### src/rtl/timer_sched.sv
// timer_sched: tick scheduler and sole bus master of the interval timer.
// Optional overflow register (+11) is built when TIMER_SCHED_OVF_EN is defined.
module timer_sched #(
    parameter int unsigned NCH      = 4,
    parameter logic [15:0] BASE     = 16'hFF40,
    parameter logic [31:0] TICK_RST = 32'h004C4B40
) (
    input  logic        clk,
    input  logic        rst,
    input  logic [15:0] h_addr,
    input  logic        h_we,
    input  logic [7:0]  h_di,
    output logic [7:0]  h_do,
    output logic [15:0] t_addr,
    output logic        t_we,
    output logic [7:0]  t_do,
    input  logic [7:0]  t_di,
    output logic        irq
);

    localparam logic [15:0] ADDR_TMR_0    = 16'hFF30;
    localparam logic [15:0] ADDR_TMR_1    = 16'hFF31;
    localparam logic [15:0] ADDR_TMR_2    = 16'hFF32;
    localparam logic [15:0] ADDR_TMR_3    = 16'hFF33;
    localparam logic [15:0] ADDR_TMR_RST  = 16'hFF34;
    localparam logic [15:0] ADDR_TMR_TRIG = 16'hFF35;

    localparam logic [2:0] S_IDLE  = 3'd0;
    localparam logic [2:0] S_PROG3 = 3'd1;
    localparam logic [2:0] S_PROG2 = 3'd2;
    localparam logic [2:0] S_PROG1 = 3'd3;
    localparam logic [2:0] S_PROG0 = 3'd4;
    localparam logic [2:0] S_CLR   = 3'd5;
    localparam logic [2:0] S_POLL  = 3'd6;

    localparam logic [15:0] OFF_CTRL = 16'd0;
    localparam logic [15:0] OFF_PER  = 16'd5;
    localparam logic [15:0] OFF_PEND = 16'd9;
    localparam logic [15:0] OFF_MASK = 16'd10;
    localparam logic [15:0] OFF_OVF  = 16'd11;

    logic [15:0]    off;
    logic           en;
    logic [31:0]    tick;
    logic [7:0]     period [NCH];
    logic [7:0]     cnt    [NCH];
    logic [NCH-1:0] pend;
    logic [NCH-1:0] mask;
    logic [NCH-1:0] fire;
    logic [NCH-1:0] per_wr;
    logic [NCH-1:0] pend_clr;
    logic [NCH-1:0] ovf_rd;
    logic           wr_ctrl;
    logic           wr_tick;
    logic           wr_mask;
    logic           dirty;
    logic           tick_ev;
    logic [2:0]     state;
    logic [2:0]     state_nxt;
    logic           unused_t_di;

    assign off         = h_addr - BASE;
    assign unused_t_di = &{1'b0, t_di[7:1]};
    // The trigger flag is only read (and thus consumed) while polling.
    assign tick_ev     = en && (state == S_POLL) && t_di[0];

    always_comb begin
        wr_ctrl  = h_we && (off == OFF_CTRL);
        wr_tick  = h_we && (off >= 16'd1) && (off <= 16'd4);
        wr_mask  = h_we && (off == OFF_MASK);
        pend_clr = (h_we && (off == OFF_PEND)) ? h_di[NCH-1:0] : '0;
        per_wr   = '0;
        fire     = '0;
        for (int unsigned i = 0; i < NCH; i++) begin
            per_wr[i] = h_we && (off == OFF_PER + 16'(i));
            fire[i]   = tick_ev && (period[i] != 8'd0) && (cnt[i] == period[i] - 8'd1);
        end
    end

    always_ff @(posedge clk or posedge rst) begin
        if (rst) begin
            en   <= 1'b0;
            tick <= TICK_RST;
            mask <= '0;
        end else begin
            if (wr_ctrl) en <= h_di[0];
            if (wr_mask) mask <= h_di[NCH-1:0];
            if (wr_tick) begin
                case (off)
                    16'd1:   tick[31:24] <= h_di;
                    16'd2:   tick[23:16] <= h_di;
                    16'd3:   tick[15:8]  <= h_di;
                    16'd4:   tick[7:0]   <= h_di;
                    default: ;
                endcase
            end
        end
    end

    // A PERIOD write beats a simultaneous tick; disable clears every counter.
    always_ff @(posedge clk or posedge rst) begin
        if (rst) begin
            for (int unsigned i = 0; i < NCH; i++) begin
                period[i] <= '0;
                cnt[i]    <= '0;
            end
        end else begin
            for (int unsigned i = 0; i < NCH; i++) begin
                if (per_wr[i]) period[i] <= h_di;
                if (!en || per_wr[i]) begin
                    cnt[i] <= '0;
                end else if (tick_ev && (period[i] != 8'd0)) begin
                    cnt[i] <= fire[i] ? 8'd0 : cnt[i] + 8'd1;
                end
            end
        end
    end

    always_ff @(posedge clk or posedge rst) begin
        if (rst) begin
            pend <= '0;
            irq  <= 1'b0;
        end else begin
            pend <= (pend & ~pend_clr) | fire;
            irq  <= |(pend & mask);
        end
    end

`ifdef TIMER_SCHED_OVF_EN
    logic [NCH-1:0] ovf;
    logic [NCH-1:0] ovf_clr;

    assign ovf_clr = (h_we && (off == OFF_OVF)) ? h_di[NCH-1:0] : '0;
    assign ovf_rd  = ovf;

    always_ff @(posedge clk or posedge rst) begin
        if (rst) ovf <= '0;
        else     ovf <= (ovf & ~ovf_clr) | (fire & pend);
    end
`else
    assign ovf_rd = '0;
`endif

    always_comb begin
        state_nxt = state;
        if (!en) begin
            state_nxt = S_IDLE;
        end else begin
            case (state)
                S_IDLE:  state_nxt = S_PROG3;
                S_PROG3: state_nxt = S_PROG2;
                S_PROG2: state_nxt = S_PROG1;
                S_PROG1: state_nxt = S_PROG0;
                S_PROG0: state_nxt = S_CLR;
                S_CLR:   state_nxt = S_POLL;
                S_POLL:  state_nxt = dirty ? S_PROG3 : S_POLL;
                default: state_nxt = S_IDLE;
            endcase
        end
    end

    // Bus outputs are registered from the next state so they line up with it.
    always_ff @(posedge clk or posedge rst) begin
        if (rst) begin
            state  <= S_IDLE;
            dirty  <= 1'b0;
            t_addr <= '0;
            t_we   <= 1'b0;
            t_do   <= '0;
        end else begin
            state <= state_nxt;
            if (wr_tick)                     dirty <= 1'b1;
            else if (state_nxt == S_PROG3)   dirty <= 1'b0;
            t_we   <= 1'b0;
            t_addr <= '0;
            t_do   <= '0;
            case (state_nxt)
                S_PROG3: begin t_we <= 1'b1; t_addr <= ADDR_TMR_3; t_do <= tick[31:24]; end
                S_PROG2: begin t_we <= 1'b1; t_addr <= ADDR_TMR_2; t_do <= tick[23:16]; end
                S_PROG1: begin t_we <= 1'b1; t_addr <= ADDR_TMR_1; t_do <= tick[15:8];  end
                S_PROG0: begin t_we <= 1'b1; t_addr <= ADDR_TMR_0; t_do <= tick[7:0];   end
                S_CLR:   begin t_we <= 1'b1; t_addr <= ADDR_TMR_RST; end
                S_POLL:  t_addr <= ADDR_TMR_TRIG;
                default: ;
            endcase
        end
    end

    always_comb begin
        h_do = '0;
        case (off)
            OFF_CTRL: h_do = {7'd0, en};
            16'd1:    h_do = tick[31:24];
            16'd2:    h_do = tick[23:16];
            16'd3:    h_do = tick[15:8];
            16'd4:    h_do = tick[7:0];
            OFF_PEND: h_do[NCH-1:0] = pend;
            OFF_MASK: h_do[NCH-1:0] = mask;
            OFF_OVF:  h_do[NCH-1:0] = ovf_rd;
            default: begin
                for (int unsigned i = 0; i < NCH; i++) begin
                    if (off == OFF_PER + 16'(i)) h_do = period[i];
                end
            end
        endcase
    end

endmodule

### config.mk
export PLATFORM = sky130hd
export DESIGN_NAME = timer_sched
export DESIGN_NICKNAME = d
export VERILOG_FILES = /design/src/rtl/timer_sched.sv
export SDC_FILE = /design/constraint.sdc
export NUM_CORES = 1
export LEC_CHECK = 0
export CAP_MARGIN = 20
export CORE_MARGIN = 3
export CORE_UTILIZATION = 45
export CTS_CLUSTER_SIZE = 20
export DETAILED_ROUTE_END_ITERATION = 8
export GPL_TIMING_DRIVEN = 0
export PLACE_DENSITY = 0.68
export REMOVE_ABC_BUFFERS = 1
export SYNTH_ARGS = -nofsm -noshare
export SYNTH_HDL_FRONTEND = slang
export SYNTH_SLANG_ARGS = --single-unit
export TNS_END_PERCENT = 5
### constraint.sdc
create_clock -name clk -period 3.7 [get_ports clk]
set_input_delay 0.37 -clock clk [delete_from_list [all_inputs] [get_ports clk]]
set_output_delay 0.37 -clock clk [all_outputs]
set_load 0.1 [all_outputs]
==> flow_metrics.py <==
metrics = {
    "sta": {
        "worst_pin_slew_ps": 1122,
        "skew_ps": 7.873,
        "slew_violations": 0,
        "final.period_utilization_pct": 97.86,
        "grt_setup_unrepaired": "yes",
        "hold_viol_final": 0,
        "fin_crit_ps": 3621,
        "setup_violations": 0,
        "fmax_ghz": 0.2762,
        "max_slew_margin_pct": 25.21,
    },
    "global_routing": {
        "antenna_found_initial": 0,
        "grt_use_met1_pct": 26.95,
        "grt.met3_usage_pct": 5.779,
        "grt.busiest_layer": "met2",
        "grt-ovfl-total": 0,
        "met2_usage_pct": 35.78,
        "grt_usage_pct": 21.55,
        "grt_start_max_net_pins": 64,
        "grt_pass1_vias": 5810,
        "grt_pass1_wl_um": 30060,
    },
    "critical_path": {
        "cp-end-kind": "output port",
        "path_class": "input port to output port",
        "arrival_ps": 3250,
        "startpoint_type": "input port",
        "critPathTopFamily": "buffers and inverters",
        "cp_cell_sequence": "dlygate4sd2_1 -> buf_16 -> nor2b_2 -> a22o_1 -> nand2_1 -> a31oi_1 -> clkdlybuf4s15_1",
        "path_max_fanout": 18,
        "cpMaxStageDelayCell": "clkdlybuf4s15_1",
        "slowest_delay_ps": 870,
        "critPathRequiredTime_ps": 3330,
        "path_buf_inv": 3,
    },
    "floorplan": {
        "coreArea_um2": 15480,
        "start_util_pct": 46.72,
        "std_cell_rows": 45,
        "top_level_ports": 69,
        "die_area_um2": 17630,
        "chipWidth_um": 132.8,
        "die_h_um": 132.8,
    },
    "synthesis": {
        "netlist_instances": 760,
        "synth_simple_gate_area_share_pct": 18.42,
        "synth_seq_cells": 123,
        "yosysWarningCount": 0,
        "async_flop_share_pct": 100.0,
        "synth-edff-count": 0,
        "muxShareOfSynthArea_pct": 11.09,
        "syn_avg_cell_area_um2": 9.517,
        "synth_cell_type_count": 70,
        "synth_top_family_by_area": "simple AND/OR/NAND/NOR gates",
        "ys_seq_area_share_pct": 42.69,
        "dominantRegCellSynth": "dfrtp_1",
        "synth_fa_ha_area_share_pct": 1.384,
        "synth_compound_area_share_pct": 17.44,
        "synth_xor_area_share_pct": 4.359,
        "netlist_area_um2": 7233,
    },
    "power": {
        "power.static_leakage_nw": 3.624,
        "swShare_pct": 21.20,
        "p_switching_w": 0.0006996,
        "pwr-share-seq_pct": 40.8,
        "p_int_w": 0.002601,
        "p_comb_share_pct": 4.2,
        "clockPowerShare_pct": 55.0,
        "vdd_drop_max_uv": 420.3,
        "pwr_density_cell_nw_per_um2": 386.1,
    },
    "layout": {
        "syn2layout_area_growth_pct": 18.18,
        "fin_cells": 1011,
        "diodes": 0,
        "drive_gt1_share_pct": 14.88,
        "fin_nets": 830,
        "final_cell_mix": "dfrtp_1, nand2_1, o21ai_0",
        "fin_util_pct": 55.21,
        "layout_commonest_cell": "dfrtp_1",
    },
    "clocking": {
        "max-clock-path-buffers": 2,
        "clkLatencyLatePin_ps": 420,
        "cts.clk_slew.worst_paths_ps": 50,
        "post_cts_buffers": 0,
        "cts_sinks": 123,
        "cts_buffers": 17,
        "cts_root_buf": "clkbuf_16",
        "h-tree-depth": 4,
        "ctsHoldBuffers": 0,
        "cts_tree": "yes",
        "ctsResizeCount": 22,
    },
    "routing": {
        "wl_per_cell_um": 18.61,
        "dr.first_iter.drc_count": 414,
        "routed_wl_um": 18810,
        "first_pass_iters": 8,
        "via_per_inst": 5.937,
        "vias": 6002,
        "drc_errors": 0,
        "detail-route-antenna-nets": 0,
    },
    "hold_path": {
        "hp-class": "input port to async pin",
    },
    "place": {
        "dp_hpwl_um": 13210,
        "io_buffer_count": 58,
        "dp_cells": 979,
        "gp_congestion": 0.9043,
    },
    "job": {
        "max_cap_violations": 0,
    },
    "outcome": {
        "status": "finished clean",
    },
}
[cell type report]
class                      count  area, um2
clock inverter                11      193.9
multi-input combinational    564       3827
inverter                      20      80.08
sequential                   123       3088
tap                          211      264.0
clock buffer                  21      450.4
timing repair buffer          61      644.4
fill                        1340       6935
[cells in the mapped netlist (20+ instances only)]
master | count | area, um2
dfrtp_1 | 115 | 2878
nand2_1 | 92 | 345.3
o21ai_0 | 56 | 280.3
mux2_2 | 46 | 518.0
clkbuf_1 | 35 | 131.4
nor2_1 | 34 | 127.6
a21oi_1 | 28 | 140.1
nand3_1 | 25 | 125.1
nor2b_1 | 24 | 150.1
xnor2_1 | 22 | 192.7
a22oi_1 | 20 | 150.1
inv_1 | 20 | 75.07
[power by group through the flow]
stage	Clock (W)	Sequential, W	Combinational [W]
6_report	0.00182	0.00135	0.000137
5_1_grt	0.00190	0.00135	0.000148
4_1_cts	0.00183	0.00135	0.000137
3_5_place_dp	0	0.00137	0.000137
3_3_place_gp	0	0.00137	0.000128
2_1_floorplan	0	0.00137	0.0000558
[cells by family after synthesis]
group / Yosys count
XOR/XNOR: 36
adder cells (fa/ha/maj): 8
multiplexers: 68
AND/OR/NAND/NOR: 260
other: 1
flip-flops: 123
AO/OA/AOI/OAI: 189
buffers and inverters: 75
[sequential cells by signal (all words and copies together), names as in the netlist, 3 cells and up]
| name | flops |
|---|---|
| state | 3 |
| cnt | 32 |
| period | 32 |
| mask | 4 |
| t_do | 8 |
| t_addr | 4 |
| pend | 4 |
| tick | 32 |
[layer usage]
metal,wire (um),vias to the layer above
li1,-,2801
met1,7980,2979
met2,9280,191
met3,1115,31
met4,434,0
met5,0,-
[worst reg2reg max path, delay by kind of cell (launching register included)]
family	cells	cell delay, ps
and+or+nand+nor	4	1320
DFF	1	790
AOI/OAI and AO/OA	3	1020
[path summary, 6_finish.rpt]
| kind | startpoint | end | slack, ps | depth (start not counted) |
|---|---|---|---|---|
| setup / recovery | h_addr[0] | h_do[2] | 80 | 7 |
| hold / removal | rst | cnt[25] | 400 | 2 |
| setup reg to reg | en | cnt[23] | 440 | 7 |
| hold reg to reg | tick[11] | tick[11] | 500 | 2 |
| max in group asynchronous | rst | tick[6] | 2550 | 3 |
| min in group clk | tick[11] | tick[11] | 500 | 2 |
[through the flow]
step                      instance area [um2]  worst slack (ps)  hold WS [ps]  power [W]  setup TNS [ps]
after global placement                   7830             -1678         477.8   0.001499         -205760
after CTS                                8546            -18.78         424.3   0.003316          -18.78
final                                    8548             79.01         401.5   0.003300               0
after detailed placement                 7898            -943.8         487.9   0.001508           -6001
after floorplan                          6985             -2912         465.7   0.001427          -29120
after global routing                     8548            -31.88         461.4   0.003392          -42.99
Note: power is estimated with default switching activity, not from simulation.
